**src/rtl/branch_cond_unit.sv**
```systemverilog
// branch_cond_unit: resolves Bicc conditional branches against N/Z/V/C flags and issues the fetch redirect
// Ports: clk, rst (asynchronous, active-low); br_valid/br_ready accept handshake;
//   br_cond, br_annul, br_disp, br_pc branch operands; n, z, v, c status flags;
//   br_done result strobe with br_taken, pc_load, pc_target, annul_slot.
// Optional: define BRANCH_STATS_EN to add saturating stat_taken / stat_not_taken counters.
module branch_cond_unit #(
  parameter int PC_W   = 32,
  parameter int DISP_W = 22
) (
  input  logic              clk,
  input  logic              rst,
  input  logic              br_valid,
  output logic              br_ready,
  input  logic [3:0]        br_cond,
  input  logic              br_annul,
  input  logic [DISP_W-1:0] br_disp,
  input  logic [PC_W-1:0]   br_pc,
  input  logic              n,
  input  logic              z,
  input  logic              v,
  input  logic              c,
  output logic              br_done,
  output logic              br_taken,
  output logic              pc_load,
  output logic [PC_W-1:0]   pc_target,
  output logic              annul_slot
`ifdef BRANCH_STATS_EN
  ,
  output logic [15:0]       stat_taken,
  output logic [15:0]       stat_not_taken
`endif
);
  typedef enum logic [1:0] {IDLE = 2'd0, EVAL = 2'd1, RESOLVE = 2'd2} state_t;
  state_t              state_q, state_d;
  logic [3:0]          cond_q, cond_d;
  logic                annul_q, annul_d;
  logic [DISP_W-1:0]   disp_q, disp_d;
  logic [PC_W-1:0]     pc_q, pc_d;
  logic                taken_q, taken_d;
  logic [PC_W-1:0]     target_q, target_d;
  logic                annul_slot_q, annul_slot_d;
  logic [7:0]          cond_tbl;
  logic                cond_true;
  logic [PC_W-1:0]     disp_ext;
  // cond[2:0] selects the base test, cond[3] inverts it (0000 never / 1000 always)
  assign cond_tbl  = {v, n, c, c | z, n ^ v, z | (n ^ v), z, 1'b0};
  assign cond_true = cond_tbl[cond_q[2:0]] ^ cond_q[3];
  assign disp_ext  = {{(PC_W-DISP_W){disp_q[DISP_W-1]}}, disp_q};
  always_comb begin
    state_d      = state_q;
    cond_d       = cond_q;
    annul_d      = annul_q;
    disp_d       = disp_q;
    pc_d         = pc_q;
    taken_d      = taken_q;
    target_d     = target_q;
    annul_slot_d = annul_slot_q;
    case (state_q)
      IDLE: if (br_valid) begin
        cond_d  = br_cond;
        annul_d = br_annul;
        disp_d  = br_disp;
        pc_d    = br_pc;
        state_d = EVAL;
      end
      EVAL: begin
        taken_d      = cond_true;
        target_d     = pc_q + (disp_ext << 2);
        annul_slot_d = annul_q & (~cond_true | (cond_q == 4'b1000));
        state_d      = RESOLVE;
      end
      default: state_d = IDLE;
    endcase
  end
  always_ff @(posedge clk or negedge rst) begin
    if (!rst) begin
      state_q      <= IDLE;
      cond_q       <= '0;
      annul_q      <= 1'b0;
      disp_q       <= '0;
      pc_q         <= '0;
      taken_q      <= 1'b0;
      target_q     <= '0;
      annul_slot_q <= 1'b0;
    end else begin
      state_q      <= state_d;
      cond_q       <= cond_d;
      annul_q      <= annul_d;
      disp_q       <= disp_d;
      pc_q         <= pc_d;
      taken_q      <= taken_d;
      target_q     <= target_d;
      annul_slot_q <= annul_slot_d;
    end
  end
  assign br_ready   = state_q == IDLE;
  assign br_done    = state_q == RESOLVE;
  assign br_taken   = taken_q;
  assign pc_load    = br_done & taken_q;
  assign pc_target  = target_q;
  assign annul_slot = annul_slot_q;
`ifdef BRANCH_STATS_EN
  logic [15:0] stat_taken_q, stat_taken_d, stat_not_taken_q, stat_not_taken_d;
  always_comb begin
    stat_taken_d     = (br_done && taken_q && stat_taken_q != 16'hFFFF) ? stat_taken_q + 16'd1 : stat_taken_q;
    stat_not_taken_d = (br_done && !taken_q && stat_not_taken_q != 16'hFFFF) ? stat_not_taken_q + 16'd1 : stat_not_taken_q;
  end
  always_ff @(posedge clk or negedge rst) begin
    if (!rst) begin
      stat_taken_q     <= '0;
      stat_not_taken_q <= '0;
    end else begin
      stat_taken_q     <= stat_taken_d;
      stat_not_taken_q <= stat_not_taken_d;
    end
  end
  assign stat_taken     = stat_taken_q;
  assign stat_not_taken = stat_not_taken_q;
`endif
endmodule
```
**config.mk**
```make
export PLATFORM = sky130hd
export DESIGN_NAME = branch_cond_unit
export DESIGN_NICKNAME = d
export VERILOG_FILES = /design/src/rtl/branch_cond_unit.sv
export SDC_FILE = /design/constraint.sdc
export NUM_CORES = 1
export LEC_CHECK = 0
export ABC_AREA = 1
export ABC_CLOCK_PERIOD_IN_PS = 2800
export BUFFER_PORTS_ARGS = -buffer_cell sky130_fd_sc_hd__buf_2
export CORE_ASPECT_RATIO = 1.5
export CORE_MARGIN = 2
export CORE_UTILIZATION = 34
export DETAILED_ROUTE_END_ITERATION = 16
export SYNTH_ARGS = -nofsm -noshare
export SYNTH_HDL_FRONTEND = slang
export SYNTH_SLANG_ARGS = --single-unit
```
**constraint.sdc**
```tcl
create_clock -name clk -period 2.8 [get_ports clk]
set_input_delay 0.56 -clock clk [delete_from_list [all_inputs] [get_ports clk]]
set_output_delay 0.56 -clock clk [all_outputs]
set_load 0.02 [all_outputs]
```
Word level (Yosys, flattened, before mapping)
Cells that the tools add are included.
{ "totals": {"reg_bits": 95} }
{ "op_classes": {"add_sub_neg": 1, "bitwise": 8, "order_cmp": 1, "muxes": 4, "eq_ne": 4, "reduce_logical": 2} }
{ "ops": {"columns": ["op", "count"], "rows": [
  ["32-bit adder", 1],
  ["4-bit equality test (second input constant)", 1],
  ["3-bit by 4-bit less-than comparator with 1-bit output (second input constant)", 1],
  ["2-bit case mux with 2 select lines", 1],
  ["1-bit binary-select mux with 3-bit select", 1],
  ["1-bit OR", 3],
  ["1-bit bitwise AND", 2],
  ["2-bit by 1-bit equality test with 1-bit output (second input constant)", 1],
  ["2-bit equality test (second input constant)", 1],
  ["2-bit zero test", 1],
  ["2-bit 2-to-1 mux", 1],
  ["2-bit inequality test (second input constant)", 1],
  ["2-bit AND reduction", 1],
  ["1-bit XOR", 2],
  ["1-bit 2-to-1 mux", 1],
  ["1-bit inverter", 1]
]} }

Logic depth before layout (Yosys ltp)
Gate-level depths: netlist (run 1).
{ "logic_depth": {"depth_word": 8, "ltp_mapped": 13, "depth_no_buf": 13} }

Least setup slack after synthesis (run 1)
Ideal clock, no wire load.
{ "synth_path": {"path_type": "register to register", "startpoint": "register disp_q[0]", "endpoint": "register target_q[26] (netlist: pc_target[26])", "arrival_ns": 1.642, "path_slack_ns": 1.041, "path_buffers": 0, "path_stages_with_launch": 14, "period_less_slack_ns": 1.759, "cell_sequence": "dfrtp_1 ha_1 inv_1 fa_1 inv_1 nand3_1 nand3_1 nand2_1 nand2_1 nand2_1 nand3_1 nand2_1 nand3_1 nand2_1"} }
{ "synth_between": {"elab_chain_len": 1} }
{ "synth_lines": {"columns": ["item", "line_no", "source"], "rows": [
  ["from (decl)", "37", "logic [DISP_W-1:0] disp_q, disp_d;"],
  ["from (signal assigned)", "89", "disp_q <= disp_d;"],
  ["32-bit adder", "68", "target_d = pc_q + (disp_ext << 2);"],
  ["to (signal assigned)", "92", "target_q <= target_d;"],
  ["to (decl)", "40", "logic [PC_W-1:0] target_q, target_d;"]
]} }
Every way passes these cells.
A chain may end at the register's enable or synchronous reset.

Worst setup path after layout (run 1)
{ "layout_path": {"startpoint": "register disp_q[0]", "endpoint": "register target_q[24] (netlist: pc_target[24])"} }
Same word-level chain as after synthesis.

==> results of run 1 <==
power groups by stage:
| stage | Clock, uW | Combinational, uW | Sequential, uW |
|---|---|---|---|
| 6_report | 1210 | 3150 | 2100 |
| 5_1_grt | 1300 | 3550 | 2150 |
| 4_1_cts | 1250 | 3190 | 2110 |
| 3_5_place_dp | 0 | 3170 | 2130 |
| 3_3_place_gp | 0 | 3140 | 2130 |
| 2_1_floorplan | 0 | 1950 | 2340 |
sequential cells by signal (all words and copies together), names as in the netlist:
name / flops
pc_q: 32
pc_target: 32
disp_q: 22
cond_q: 4
state_q: 2
annul_q: 1
annul_slot: 1
br_taken: 1
layout make-up:
type | instances | area (um2)
clock buffers | 9 | 225.2
flip-flops and latches | 95 | 2377
clock inverters | 7 | 66.31
multi-input cells | 632 | 3015
well taps | 213 | 266.5
fillers | 1902 | 10240
inverters | 116 | 435.4
repair buffers | 107 | 575.6
through the flow:
step,util (%),std cells
6_report,40.47,1179
5_1_grt,40.47,1179
4_1_cts,40.47,1179
3_5_place_dp,38.78,1163
3_3_place_gp,38.78,1163
2_1_floorplan,-,861
layer usage:
| layer | up-vias | wire (um) |
|---|---|---|
| li1 | 2839 | - |
| met4 | 0 | 586 |
| met3 | 25 | 535 |
| met2 | 115 | 8745 |
| met1 | 2465 | 6199 |
| met5 | - | 0 |
worst max-delay path by stage:
stage / startpoint / end / slack (ns) / cells past startpoint
6_report: disp_q[0] / pc_target[24] / 0.66 / 13
5_1_grt: disp_q[0] / pc_target[24] / 0.44 / 13
4_1_cts: disp_q[0] / pc_target[24] / 0.66 / 13
3_5_place_dp: disp_q[0] / pc_target[24] / 0.68 / 13
3_3_place_gp: pc_q[2] / pc_target[24] / 0.69 / 13
2_1_floorplan: disp_q[0] / pc_target[26] / 1.04 / 13
cells in the mapped netlist (all sizes together):
library cell / count
nand3: 49
dfrtp: 95
and2: 3
nand3b: 5
clkbuf: 9
o21ai: 27
nor3: 6
or2: 4
nand4: 7
o21bai: 2
clkinv: 1
xnor2: 5
buf: 8
dlygate4sd1: 1
a21oi: 21
fa: 1
nand2: 428
nor2: 45
ha: 29
inv: 115
kinds of logic after synthesis:
family	Yosys count	share of synthesized area [%]
XOR/XNOR	5	0.7395
buffers and inverters	134	8.937
AND/OR/NAND/NOR	547	39.21
flip-flops	95	40.14
adder cells (fa/ha/maj)	30	6.465
AO/OA/AOI/OAI	50	4.500
==> results.cfg, run 1 <==
[status]
outcome = finished clean

[global_routing]
grt_first_pass_wirelength_um = 25760
use_met3_pct = 2.634
grt_use_total_pct = 17.58
grt_pass1_vias = 5228
grt_use_met2_pct = 32.65
antenna_found_initial = 0
grt_max_degree = 51
busiest_layer = met2
grt_remaining_overflow = 0
grtUsageMet1_pct = 19.46

[power_and_ir_drop]
pwr-share-comb_pct = 48.8
ir_worst_vdd_v = 0.0003469
intPower_uw = 3490
switching_power_uw = 2965
sw_frac_of_total_pct = 45.94
p_seq_share_pct = 32.5
total_power_uw = 6455
p_clk_share_pct = 18.8
leakage_uw = 0.004032
p_per_area_nw_per_um2 = 927.3

[timing]
holdWs_ns = 0.2425
period_share_pct = 76.36
relSlewSlack_pct = 50.68
worstMarginPinSlew_ns = 0.7353
tns_ns = 0
rsz0062_at_grt = no
fin_crit_ns = 2.138
fmax_ghz = 0.4677
setup_slack_ns = 0.6620
slew_viol_final = 0
fin_skew_ns = 0.01363
finalHoldViolCount = 0
setup_viol = 0

[logic_synthesis]
synthTopCellsByArea = dfrtp_1 40%, nand2_1 26%, inv_1 6.3%, ha_1 6.1%, nand3_1 3.8%
ys_seq_elements = 95
synth_top_cell_by_area = dfrtp_1
ys_types = 32
syn_avg_cell_area_um2 = 6.878
ys_seq_area_share_pct = 40.14
synth_nets = 957
syn_area_um2 = 5922
ys_warn_count = 0
synth.top_cell.area_share_pct = 40.14
syn_inst = 861

[route]
ant_nets = 0
drcViolationCount = 0
wirelength_um = 16070
drt_pass1_iterations = 5
wl_per_cell_um = 13.63
avgViaCountPerCell = 4.617
vias = 5444
drtIter0Drc = 311

[worst_hold_path]
hp-class = in -> async

[floorplanning]
fp.dieW_um = 111.8
io_pins = 103
core_um2 = 17200
rows = 59
dieArea_um2 = 18510
initial_core_util_pct = 34.43
die_y_um = 165.6

[placement]
portBuffers = 102
dpl-instance-area_um2 = 6670
dp_slack_ns = 0.6796
hpwl_um = 12800
place.gp.congestion = 0.9395

[clocking]
ctsResizeCount = 0
cts.sinks = 95
path_clk_slew_ns = 0.08
holdBufCountCts = 0
cts_setup_buffers = 0
clock_path_buffers = 2
htree_levels = 3
clock-root-buffer = clkbuf_16
cts_made_buffers = 9
cts_tree = yes
clock_latency_ns = 0.36

[cells_and_area]
design_area_um2 = 6962
drive_gt1_share_pct = 18.43
final_nets = 1057
final_common_cell = nand2_1
antenna_cells = 0
syn2layout_area_growth_pct = 17.56
mostFrequentLayoutCells = 413 x nand2_1, 101 x buf_2, 100 x inv_1

[worst_setup_path]
cp_common_cell = nand2_1
start_kind = flop
cp-end-kind = flop
regToRegStartpoint = disp_q[0]
worst_ep_required_time_ns = 3.04
worst-path-buf-inv = 2
critPathMaxFanout = 5
cp_cell_sequence = ha_1 > inv_1 > fa_1 > inv_1 > nand3_1 > nand3_1 > nand2_1 > nand2_1 > nand2_1 > nand3_1 > nand2_1 > nand3_1 > nand2_1
cpLargestDelayFamily = simple AND/OR/NAND/NOR gates
arrival_ns = 2.38
rrSetupSlack_ns = 0.66
ff2ff_path_depth = 13
regToRegEndpoint = pc_target[24]
cpPeakStageDelay_ns = 0.36
crit_path_top_delay_cell = dfrtp_1
crit_type = reg -> reg

[run]
drv_cap = 0
Note: power is estimated with default switching activity, not from simulation.
==> inputs of run 2 (changes only) <==
- ABC_CLOCK_PERIOD_IN_PS: 2800 -> 2100
- clock period: 2.8 -> 2.1 ns (I/O delays scaled with it)
==> run 2 against run 1 <==
  * The flow now finishes with violations (negative hold slack)
  * Sequential share of layout area fell by 0.83 points
  * Cell count up 0.76%
  * Sequential cell count unchanged
  * Sequential power is 34% higher
  * Die area is the same
  * Fmax up 11%
  * Critical path depth is 3 lower
  * Critical path type unchanged
  * Combinational power up 35%
  * Worst hold slack got worse by 0.26 ns
==> results.cfg, run 2 (synthesis gave the netlist of run 1 again) <==
[worst_setup_path]
worst-path-buf-inv = 1
cp_common_cell = nand2_1
cp-end-kind = flop
crit_path_top_delay_cell = dfrtp_2
rrSetupSlack_ns = 0.17
cp_cell_sequence = ha_1 > nand2_1 > buf_4 > nor3_2 > and2_1 > nand2_1 > nand2_1 > nand2_1 > nand3_1 > nand2_1
arrival_ns = 2.17
start_kind = flop
cpPeakStageDelay_ns = 0.51
critPathMaxFanout = 10
crit_type = reg -> reg
worst_ep_required_time_ns = 2.34
cpLargestDelayFamily = simple AND/OR/NAND/NOR gates

[placement]
portBuffers = 102
place.gp.congestion = 0.9469
hpwl_um = 12990
dp_slack_ns = 0.09441

[global_routing]
grt_remaining_overflow = 0
grt_pass1_vias = 5270
grt_use_total_pct = 17.57
antenna_found_initial = 0
grt_first_pass_wirelength_um = 25720
grt_max_degree = 54

[timing]
fmax_ghz = 0.5175
finalHoldViolCount = 10
holdWs_ns = -0.01279
setup_slack_ns = 0.1676
slew_viol_final = 0
tns_ns = 0
setup_viol = 0
relSlewSlack_pct = 67.59
period_share_pct = 92.02
fin_skew_ns = 0.006150
rsz0062_at_grt = no
fin_crit_ns = 1.932
worstMarginPinSlew_ns = 0.4861

[status]
outcome = finished with violations
failed_checks = negative hold slack

[cells_and_area]
mostFrequentLayoutCells = 412 x nand2_1, 101 x buf_2, 100 x inv_1
antenna_cells = 0
syn2layout_area_growth_pct = 20.54
drive_gt1_share_pct = 19.69
n_fill_cell = 1825
final_common_cell = nand2_1
final_nets = 1066

[power_and_ir_drop]
p_per_area_nw_per_um2 = 1279
ir_worst_vdd_v = 0.0004709
leakage_uw = 0.004115

[clocking]
cts_made_buffers = 9
path_clk_slew_ns = 0.07
clock_latency_ns = 0.35
clock-root-buffer = clkbuf_16
cts.sinks = 95
cts_setup_buffers = 0
clock_path_buffers = 2
htree_levels = 3
cts_tree = yes

[route]
drcViolationCount = 0
ant_nets = 0
drtIter0Drc = 291
wl_per_cell_um = 13.51
drt_pass1_iterations = 5
vias = 5404
wirelength_um = 16050
avgViaCountPerCell = 4.549

[run]
drv_cap = 0

[floorplanning]
die_y_um = 165.6
initial_core_util_pct = 34.43
dieArea_um2 = 18510
core_um2 = 17200
io_pins = 103
fp.dieW_um = 111.8
rows = 59

[worst_hold_path]
hp-class = in -> async
-- run 2: cell count changes in the layout (fill, tap and decap cells not counted), sizes merged --
cell	before	now
buf	107	116
bufinv	0	4
clkbuf	9	10
clkinv	2	1
inv	121	117
-- run 2: repair_timing --
item	4_1_cts	5_1_grt
resized for setup	0	5
hold buffers	0	0
endpoints found under the setup margin	0	9
-- run 2: path summary, 6_finish.rpt --
path	start	to	cells after the start
worst max-delay path	disp_q[21]	pc_target[29]	10
worst min-delay path	rst	pc_q[24]	1
worst max register to register	disp_q[21]	pc_target[29]	10
worst min register to register	pc_target[30]	pc_target[30]	2
max in group asynchronous	rst	pc_target[25]	2
min in group clk	br_pc[13]	pc_q[13]	3
-- run 2: worst register-to-register path: stages, from the launching register on --
cell     delay, ns
dfrtp_2       0.51
ha_1          0.42
nand2_1       0.10
buf_4         0.15
nor3_2        0.21
and2_1        0.16
nand2_1       0.06
nand2_1       0.07
nand2_1       0.04
nand3_1       0.06
nand2_1       0.05
-- run 2: layer usage --
metal / GRT usage (%) / up-vias / share of wire, % / wire length (um)
met5: 0 / - / 0 / 0
li1: - / 2848 / - / -
met1: 18.95 / 2421 / 38 / 6149
met3: 2.634 / 31 / 3.3 / 536
met4: 7.246 / 0 / 3.2 / 516
met2: 33.57 / 104 / 55 / 8852
-- run 2: report_power, final --
part	internal, uW	leakage (uW)	switching [uW]
sequential	2420	0.00117	397
clock	1330	0.000184	742
combinational	1480	0.00276	2770
-- run 2: area by class of cell --
cell class | instances | area (um2) | area share, %
flip-flops and latches | 95 | 2379 | 33.32
multi-input cells | 632 | 3038 | 42.56
clock inverters | 6 | 137.6 | 1.928
well taps | 213 | 266.5 | 3.734
repair buffers | 116 | 643.1 | 9.010
clock buffers | 10 | 239.0 | 3.348
inverters | 116 | 435.4 | 6.100
-- run 2: metrics by stage --
| stage | cells | area (um2) | util [%] | total power [uW] |
|---|---|---|---|---|
| 2_1_floorplan | 861 | 5922 | - | 5723 |
| 3_3_place_gp | 1172 | 6738 | 39.17 | 7083 |
| 3_5_place_dp | 1172 | 6738 | 39.17 | 7126 |
| 4_1_cts | 1188 | 7114 | 41.36 | 9229 |
| 5_1_grt | 1188 | 7138 | 41.50 | 9838 |
| 6_report | 1188 | 7138 | 41.50 | 9126 |
